## src/rtl/aes_round_sequencer.sv

```systemverilog
// rtl/aes_round_sequencer.sv - AES round-operation sequencer (one-hot step enables, round index)
module aes_round_sequencer #(
    parameter int NROUNDS = 10
) (
    input  logic       clk,
    input  logic       reset,
    input  logic       start,
    input  logic       hold,
    output logic       busy,
    output logic       done,
    output logic [3:0] round,
    output logic       last_round,
    output logic       key_init,
    output logic       key_step,
    output logic       sub_en,
    output logic       shift_en,
    output logic       mix_en,
    output logic       ark_en
);

    typedef enum logic [2:0] {
        IDLE,
        INIT,
        KEYEXP,
        SUB,
        SHIFT,
        MIX,
        ARK,
        DONE
    } state_t;

    localparam logic [3:0] LAST = 4'(NROUNDS);

    state_t     state;
    state_t     state_next;
    logic [3:0] round_next;
    logic       stall;

    assign last_round = (round == LAST);

    // State and round registers; reset wins over every other input.
    always_ff @(posedge clk) begin
        if (reset) begin
            state <= IDLE;
            round <= 4'd0;
        end else begin
            state <= state_next;
            round <= round_next;
        end
    end

    // Next-state, round update and Moore step decode; hold freezes a busy run and masks its enables.
    always_comb begin
        state_next = state;
        round_next = round;
        busy       = 1'b0;
        done       = 1'b0;
        key_init   = 1'b0;
        key_step   = 1'b0;
        sub_en     = 1'b0;
        shift_en   = 1'b0;
        mix_en     = 1'b0;
        ark_en     = 1'b0;
        stall      = 1'b0;

        case (state)
            IDLE: begin
                round_next = 4'd0;
                if (start) begin
                    state_next = INIT;
                end
            end
            INIT: begin
                busy       = 1'b1;
                key_init   = 1'b1;
                ark_en     = 1'b1;
                state_next = KEYEXP;
                round_next = 4'd1;
            end
            KEYEXP: begin
                busy       = 1'b1;
                key_step   = 1'b1;
                state_next = SUB;
            end
            SUB: begin
                busy       = 1'b1;
                sub_en     = 1'b1;
                state_next = SHIFT;
            end
            SHIFT: begin
                busy     = 1'b1;
                shift_en = 1'b1;
                // The final round has no MixColumns.
                if (round == LAST) begin
                    state_next = ARK;
                end else begin
                    state_next = MIX;
                end
            end
            MIX: begin
                busy       = 1'b1;
                mix_en     = 1'b1;
                state_next = ARK;
            end
            ARK: begin
                busy   = 1'b1;
                ark_en = 1'b1;
                if (round == LAST) begin
                    state_next = DONE;
                end else begin
                    round_next = round + 4'd1;
                    state_next = KEYEXP;
                end
            end
            DONE: begin
                done       = 1'b1;
                state_next = IDLE;
                round_next = 4'd0;
            end
            default: begin
                state_next = IDLE;
                round_next = 4'd0;
            end
        endcase

        // Hold only matters while busy; IDLE and DONE proceed regardless.
        stall = hold && busy;
        if (stall) begin
            state_next = state;
            round_next = round;
            key_init   = 1'b0;
            key_step   = 1'b0;
            sub_en     = 1'b0;
            shift_en   = 1'b0;
            mix_en     = 1'b0;
            ark_en     = 1'b0;
        end
    end

endmodule
```

## config.mk

```make
export PLATFORM = sky130hd
export DESIGN_NAME = aes_round_sequencer
export DESIGN_NICKNAME = d
export VERILOG_FILES = /design/src/rtl/aes_round_sequencer.sv
export SDC_FILE = /design/constraint.sdc
export NUM_CORES = 1
export LEC_CHECK = 0
export ABC_CLOCK_PERIOD_IN_PS = 1850
export BUFFER_PORTS_ARGS = -buffer_cell sky130_fd_sc_hd__buf_2
export CORE_AREA = 10 10 47 49
export DETAILED_ROUTE_END_ITERATION = 16
export DIE_AREA = 0 0 57 59
export PLACE_DENSITY = 0.61
export SETUP_SLACK_MARGIN = 0.1
export SKIP_LAST_GASP = 1
export SLEW_MARGIN = 25
export SYNTH_ARGS = -nofsm -noshare
export SYNTH_HDL_FRONTEND = slang
export SYNTH_SLANG_ARGS = --single-unit
```

## constraint.sdc

```tcl
create_clock -name clk -period 1.85 [get_ports clk]
set_input_delay 0.37 -clock clk [delete_from_list [all_inputs] [get_ports clk]]
set_output_delay 0.37 -clock clk [all_outputs]
set_load 0.01 [all_outputs]
```

# ---- Word-level counts from Yosys, hierarchy flattened
# Cells that the tools add are included.
dict set report word_totals {
  elab_cells 42
  in_bits 4
  reg_bits 7
}
dict set report classes {
  n_bitwise 1
  addsub 1
  reduce_logical 8
  n_mux 20
  n_eq_ne 10
}
# operator n
set op_table {}
lappend op_table {{case mux 3 bit (8 select lines)} 1}
lappend op_table {{two-way mux 1 bit} 14}
lappend op_table {{== test 3 bit, second input constant} 4}
lappend op_table {{case mux 4 bit (3 select lines)} 1}
lappend op_table {{== test 3 x 2 -> 1 bit, second input constant} 2}
lappend op_table {{two-way mux 3 bit} 2}
lappend op_table {{OR reduction 6 bit} 1}
lappend op_table {{adder 4 x 1 -> 4 bit, second input constant} 1}
lappend op_table {{== test 4 bit, second input constant} 1}
lappend op_table {{two-way mux 4 bit} 1}
lappend op_table {{!= test 2 bit, second input constant} 2}
lappend op_table {{OR reduction 2 bit} 2}
lappend op_table {{== test 3 x 1 -> 1 bit, second input constant} 1}
lappend op_table {{logical NOT 3 bit} 1}
lappend op_table {{AND reduction 3 bit} 1}
lappend op_table {{nonzero test 3 bit} 1}
lappend op_table {{two-way mux 2 bit} 1}
lappend op_table {{AND reduction 2 bit} 1}
lappend op_table {{logical AND 1 bit} 1}
lappend op_table {{NOT 1 bit} 1}

# ---- Logic depth before layout (Yosys ltp)
# Gate-level depths: netlist (run 1).
dict set report depth {
  depth_word 6
  ltp_mapped 7
}

# ---- Worst setup path before layout (run 1)
# OpenSTA, ideal clock, no wires.
dict set report synth_path {
  kind {register to register}
  startpoint {register round[0]}
  endpoint {register round[1]}
  period_less_slack_ns 1.619
  n_path_buf 0
  path_stages_with_launch 7
  slack_ns 0.231
  arrival_ns 1.549
  path_cell_list {dfxtp_1 > inv_1 > ha_1 > nand3b_1 > inv_2 > or4_1 > a21oi_1}
}
dict set report synth_between {
  elab_chain_len 3
  word_cells_on_any_way 6
  classes_between {add/sub: 1; eq/ne: 2; mux: 2; reduce/logical: 1}
}
# item line
set synth_lines {}
lappend synth_lines {{start, declared} 11} ;# output logic [3:0] round,
lappend synth_lines {{start signal, assigned} 48} ;# round <= round_next;
lappend synth_lines {{== test 4 bit} --}
lappend synth_lines {{net last_round} 12} ;# output logic last_round,
lappend synth_lines {{!= test 2 bit (no source line)} --}
lappend synth_lines {{AND reduction 3 bit (no source line)} --}
# The timed path passes the listed nets, and every way through them passes these cells. The select of a mux whose other input is x is not followed.
# A chain may end at the register's enable or synchronous reset.

# ---- Worst setup path in the final report (run 1)
dict set report layout_path {
  startpoint {register state[1]}
  endpoint {output port key_step}
}
dict set report layout_between {
  elab_chain_len 5
  word_cells_on_any_way 11
  classes_between {eq/ne: 6; mux: 3; reduce/logical: 2}
}
# item line
set layout_lines {}
lappend layout_lines {{start, declared} 34} ;# state_t state;
lappend layout_lines {{start signal, assigned} 47} ;# state <= state_next;
lappend layout_lines {{== test 3 bit (tied with other cells)} 66} ;# case (state)
lappend layout_lines {{OR reduction 6 bit (no source line)} --}
lappend layout_lines {{two-way mux 1 bit} 66}
lappend layout_lines {{logical AND 1 bit} 127} ;# stall = hold && busy;
lappend layout_lines {{two-way mux 1 bit (*)} 128} ;# if (stall) begin
lappend layout_lines {{end, declared} 14} ;# output logic key_step,
# Mark *: on every way between the ends. The rest lies on a longest branch, timed or not.

==> results of run 1 <==
final timing paths:
kind / startpoint / end / slack (ns) / depth (start not counted)
min: reset / round[3] / 0.39 / 2
min reg2reg: round[3] / round[3] / 0.51 / 2
max: state[1] / key_step / 0.21 / 3
max reg2reg: state[1] / round[3] / 0.30 / 4
per-stage QoR:
| stage | power, mW | hold WS, ns | std cells |
|---|---|---|---|
| after floorplan | 0.263 | 0.439 | 75 |
| after global placement | 0.298 | 0.492 | 106 |
| after detailed placement | 0.299 | 0.496 | 106 |
| after CTS | 0.451 | 0.376 | 110 |
| after global routing | 0.479 | 0.395 | 112 |
| final | 0.446 | 0.388 | 112 |
worst max-delay path, cell delays in order, from the launching register on:
cell	delay, ns
dfxtp_2	0.47
inv_1	0.12
nor4_1	0.25
buf_2	0.17
placed cells by master (no fill, tap or decap), types with 5 or more instances in the layout:
| cell type | n |
|---|---|
| buf_4 | 6 |
| buf_2 | 16 |
| o21ai_0 | 6 |
| dfxtp_1 | 6 |
| inv_1 | 5 |
| a21oi_1 | 10 |
| nand2_1 | 5 |
| nor2_1 | 7 |
power breakdown:
group	total (mW)	switching [mW]	internal [mW]
Combinational	0.118	0.0668	0.0516
Sequential	0.180	0.0184	0.161
Clock	0.148	0.0651	0.0829
flip-flops by register name, indices dropped and copies added (netlist names):
signal and flops:
round 4, state 3
metal layers:
metal  vias to the layer above  part of all wire, %
met5                         -                    0
li1                        313                    -
met4                         0                  2.6
met1                       274                   48
met2                        20                   43
met3                         4                  6.9
final cells by class:
cell class | count | area (sq um)
clock buffer | 4 | 26.3
fill | 149 | 732
inverter | 6 | 22.5
multi-input combinational | 57 | 334
sequential | 7 | 141
tap | 16 | 20.0
timing repair buffer | 22 | 125
what timing repair did:
item	CTS	global route
pin swaps	0	1
buffers inserted	0	2
endpoints found under the setup margin	2	1
gates resized for setup	1	0
logic make-up after synthesis:
| family | Yosys count |
|---|---|
| and+or+nand+nor | 31 |
| DFF | 7 |
| buffers and inverters | 11 |
| adders and majority gates | 2 |
| AOI/OAI and AO/OA | 24 |
==> results.sh, run 1 <==
export IMPL_finalSetupViolCount=0
export IMPL_drc=0
export IMPL_wl_per_cell_microns=13.5
export IMPL_end_kind="primary output"
export IMPL_synth_flop_cell="dfxtp_1"
export IMPL_io_buffers=16
export IMPL_grt_max_degree=16
export IMPL_clk_path_buf_depth=2
export IMPL_status="finished clean"
export IMPL_met1_usage_pct=11.3
export IMPL_grt_pass1_vias=604
export IMPL_cts_hold_fix_buffers=0
export IMPL_yosys_top_cells_area="dfxtp_1 27%, a21oi_1 9.6%, o21ai_0 5.7%"
export IMPL_startpoint_type="flip-flop"
export IMPL_grt_usage_pct=9.85
export IMPL_muxShareOfSynthArea_pct=0
export IMPL_max_slew_margin_rel_pct=80.3
export IMPL_synth_top_family_by_area="simple AND/OR/NAND/NOR gates"
export IMPL_ir_drop_uv=268
export IMPL_clkLatencyLatePin_ns=0.25
export IMPL_core_sq_um=1400
export IMPL_vias_per_cell=5.46
export IMPL_p_leak_nw=0.325
export IMPL_cts_buffers=3
export IMPL_hpwl_mm=1.10
export IMPL_netlist_instances=75
export IMPL_synth_largest_area_cell="dfxtp_1"
export IMPL_path_clk_slew_ns=0.06
export IMPL_dpl_cell_area_sq_um=627
export IMPL_routabilityCongestion=0.817
export IMPL_synth_ff_latch_count=7
export IMPL_row_count=14
export IMPL_maxCapViolations=0
export IMPL_clock_fmax_mhz=611
export IMPL_power_density_nw_per_um2=666
export IMPL_critPathMaxFanout=15
export IMPL_io_pins=17
export IMPL_dieArea_sq_um=3360
export IMPL_synth_compound_area_share_pct=27.5
export IMPL_synthAdderAreaFrac_pct=4.78
export IMPL_fin_util_pct=47.8
export IMPL_cts_tree="done"
export IMPL_rsz0062_at_grt="no"
export IMPL_fin_ws_ns=0.214
export IMPL_skew_ns=0.00365
export IMPL_antenna_found_initial=0
export IMPL_synth_nets=81
export IMPL_ys_warn_count=0
export IMPL_syn_avg_cell_area_sq_um=6.97
export IMPL_synth_xor_area_share_pct=0
export IMPL_drive_above_1_share_pct=28.1
export IMPL_yosys_top_cells_count="10 x a21oi_1, 7 x dfxtp_1, 7 x nor2_1, 6 x o21ai_0"
export IMPL_initial_utilization_pct=37.3
export IMPL_grt_ovfl_total=0
export IMPL_synth_edf_count=0
export IMPL_worstHoldPathType="in -> reg"
export IMPL_final_net_count=103
export IMPL_clkSinkCount=7
export IMPL_htreeDepth=1
export IMPL_worstMarginPinSlew_ns=0.292
export IMPL_area_delta_synth_final_pct=28.0
export IMPL_period_share_pct=88.4
export IMPL_synth_top_area_share_pct=26.8
export IMPL_hold_viol_final=0
export IMPL_final_cell_area_sq_um=669
export IMPL_netlist_area_sq_um=523
export IMPL_use_met2_pct=13.5
export IMPL_path_class="reg -> out"
export IMPL_globalRoute_busiestLayer="met2"
export IMPL_wl_mm=1.51
export IMPL_drtIter0Drc=20
export IMPL_post_synth_top_count_cell="a21oi_1"
export IMPL_synth_distinct_cells=28
export IMPL_antenna_cells=0
export IMPL_num_vias=611
export IMPL_die_h_microns=59
export IMPL_grt_pass1_wl_mm=2.68
export IMPL_cp_required_ns=1.48
export IMPL_synth_simple_area_share_pct=31.6
export IMPL_arrival_ns=1.27
export IMPL_period_minus_slack_ns=1.64
export IMPL_die_w_microns=57
export IMPL_met3_usage_pct=3.86
export IMPL_ant_nets=0
export IMPL_firstDrtPassIters=4
export IMPL_seq_area_frac_synth_pct=26.8
export IMPL_root_buffer="clkbuf_4"
export IMPL_setup_tns_final_ns=0
export IMPL_post_place_ws_ns=0.267
export IMPL_drv_slew=0
export IMPL_synthArstFlopShare_pct=0
Power figures use the tool's default switching activity.
==> run 2, diff against run 1 <==
--- a/config.mk
+++ b/config.mk
@@ -5,12 +5,13 @@
 export SDC_FILE = /design/constraint.sdc
 export NUM_CORES = 1
 export LEC_CHECK = 0
+export ABC_AREA = 1
 export ABC_CLOCK_PERIOD_IN_PS = 1850
 export BUFFER_PORTS_ARGS = -buffer_cell sky130_fd_sc_hd__buf_2
 export CORE_AREA = 10 10 47 49
 export DETAILED_ROUTE_END_ITERATION = 16
 export DIE_AREA = 0 0 57 59
-export PLACE_DENSITY = 0.61
+export PLACE_DENSITY = 0.66
 export SETUP_SLACK_MARGIN = 0.1
 export SKIP_LAST_GASP = 1
 export SLEW_MARGIN = 25
==> results.sh, run 2 <==
export IMPL_layout_common_cells="25 x nand2_1, 16 x buf_2, 9 x nor2_1, 9 x inv_1, 6 x nand3_1"
export IMPL_finalSetupViolCount=0
export IMPL_area_delta_synth_final_pct=23.1
export IMPL_synth_largest_area_cell="dfxtp_1"
export IMPL_max_slew_margin_rel_pct=80.0
export IMPL_synth_simple_area_share_pct=53.0
export IMPL_slowest_delay_ns=0.41
export IMPL_clkLatencyLatePin_ns=0.25
export IMPL_cts_buffers=3
export IMPL_synthArstFlopShare_pct=0
export IMPL_synth_top_area_share_pct=23.9
export IMPL_synth_compound_area_share_pct=8.76
export IMPL_grt_max_degree=9
export IMPL_r2r_slack_ns=0.48
export IMPL_dieArea_sq_um=3360
export IMPL_antenna_cells=0
export IMPL_worstMarginPinSlew_ns=0.299
export IMPL_vias_per_cell=4.84
export IMPL_clk_path_buf_depth=2
export IMPL_yosys_top_cells_area="dfxtp_1 24%, nand2_1 16%, nand2_4 9.6%"
export IMPL_hold_viol_final=0
export IMPL_grt_usage_pct=8.62
export IMPL_synth_xor_area_share_pct=0
export IMPL_dp_cells=122
export IMPL_cts_setup_buffers=0
export IMPL_netlist_instances=91
export IMPL_synth_flop_cell="dfxtp_1"
export IMPL_drive_above_1_share_pct=39.1
export IMPL_worstHoldPathType="in -> reg"
export IMPL_critPathMaxFanout=6
export IMPL_largest_reg_flops=4
export IMPL_period_share_pct=87.6
export IMPL_hpwl_mm=1.13
export IMPL_startpoint_type="flip-flop"
export IMPL_muxShareOfSynthArea_pct=0
export IMPL_grt_ovfl_total=0
export IMPL_final_net_count=117
export IMPL_core_sq_um=1400
export IMPL_cp_required_ns=1.48
export IMPL_setup_tns_final_ns=0
export IMPL_synth_distinct_cells=21
export IMPL_synth_top_family_by_area="simple AND/OR/NAND/NOR gates"
export IMPL_power_density_nw_per_um2=1380
export IMPL_synth_edf_count=0
export IMPL_grt_pass1_vias=552
export IMPL_clock_fmax_mhz=617
export IMPL_wl_per_cell_microns=11.0
export IMPL_seq_area_frac_synth_pct=23.9
export IMPL_instances_no_fill=126
export IMPL_ir_drop_uv=710
export IMPL_crit_path_cell_trace="inv_1 -> ha_1 -> nand2_1 -> nor2_4 -> buf_2"
export IMPL_clkSinkCount=7
export IMPL_grt_pass1_wl_mm=2.39
export IMPL_io_pins=17
export IMPL_path_clk_slew_ns=0.05
export IMPL_end_kind="primary output"
export IMPL_drc=0
export IMPL_drtIter0Drc=11
export IMPL_firstDrtPassIters=4
export IMPL_io_buffers=16
export IMPL_period_minus_slack_ns=1.62
export IMPL_die_h_microns=59
export IMPL_p_leak_nw=0.384
export IMPL_regMostFlops="round"
export IMPL_n_fill_cell=161
export IMPL_status="finished clean"
export IMPL_post_synth_top_count_cell="nand2_1"
export IMPL_synthAdderAreaFrac_pct=4.27
export IMPL_row_count=14
export IMPL_maxCapViolations=0
export IMPL_num_vias=610
export IMPL_crit_path_top_delay_cell="dfxtp_1"
export IMPL_synth_ff_latch_count=7
export IMPL_netlist_area_sq_um=586
export IMPL_root_buffer="clkbuf_4"
export IMPL_die_w_microns=57
export IMPL_routabilityCongestion=0.852
export IMPL_wl_mm=1.38
export IMPL_ant_nets=0
export IMPL_htreeDepth=1
export IMPL_drv_slew=0
export IMPL_initial_utilization_pct=41.8
export IMPL_cts_tree="done"
export IMPL_skew_ns=0.00528
export IMPL_syn_avg_cell_area_sq_um=6.43
export IMPL_rsz0062_at_grt="no"
export IMPL_path_class="reg -> out"
export IMPL_antenna_found_initial=0
export IMPL_yosys_top_cells_count="25 x nand2_1, 9 x inv_1, 9 x nor2_1, 7 x dfxtp_1, 6 x nand3_1"
export IMPL_reg_top3="round x4, state x3"
export IMPL_arrival_ns=1.25
export IMPL_synth_nets=97
export IMPL_cts_hold_fix_buffers=0
export IMPL_ys_warn_count=0
export IMPL_cts_resized=0
export IMPL_layout_commonest_cell="nand2_1"
[run 2: layout make-up]
class                   count  area, sq um  area share (%)
clock buffers               4         26.3            3.65
repair buffers             16         80.1            11.1
inverters                  14         53.8            7.47
multi-input cells          69          397            55.0
flip-flops and latches      7          144            20.0
well taps                  16         20.0            2.78
[run 2: cell families (layout without fill, tap and decap cells)]
| kind of cell | count (synthesis) | after routing |
|---|---|---|
| AO/OA/AOI/OAI | 9 | 9 |
| flip-flops | 7 | 7 |
| adder cells (fa/ha/maj) | 2 | 2 |
| AND/OR/NAND/NOR | 58 | 58 |
| buffers and inverters | 15 | 34 |
[run 2: power breakdown]
part | leakage (nW) | switching [mW] | internal, mW
combinational | 0.311 | 0.363 | 0.214
sequential | 0.0583 | 0.0835 | 0.197
clock | 0.0150 | 0.0561 | 0.0823
[run 2: metal layers]
metal,vias to the layer above,track usage [%],wire length (microns)
met4,0,5.03,17
li1,326,-,-
met5,-,0,0
met3,2,2.36,39
met1,270,9.93,690
met2,12,14.0,636
[run 2: path summary, 6_finish.rpt]
path,from,to,depth (start not counted)
max reg2reg,round[1],state[0],8
min reg2reg,round[3],round[3],2
max,round[0],last_round,5
min,reset,state[2],2
[run 2: worst max-delay path, delay by kind of cell (launching register included)]
family / cells / cell delay (ns)
buffers and inverters: 2 / 0.23
DFF: 1 / 0.41
adders and majority gates: 1 / 0.19
and+or+nand+nor: 2 / 0.16
[run 2: stage by stage]
stage	total power [mW]	hold slack, ns	worst slack (ns)	util (%)	area (sq um)
final	0.995	0.343	0.230	51.4	721
after CTS	0.989	0.343	0.124	50.4	707
after floorplan	0.709	0.439	0.478	-	586
after global routing	1.10	0.368	0.118	51.4	721
after global placement	0.848	0.506	0.413	48.6	681
after detailed placement	0.844	0.509	0.404	48.6	681
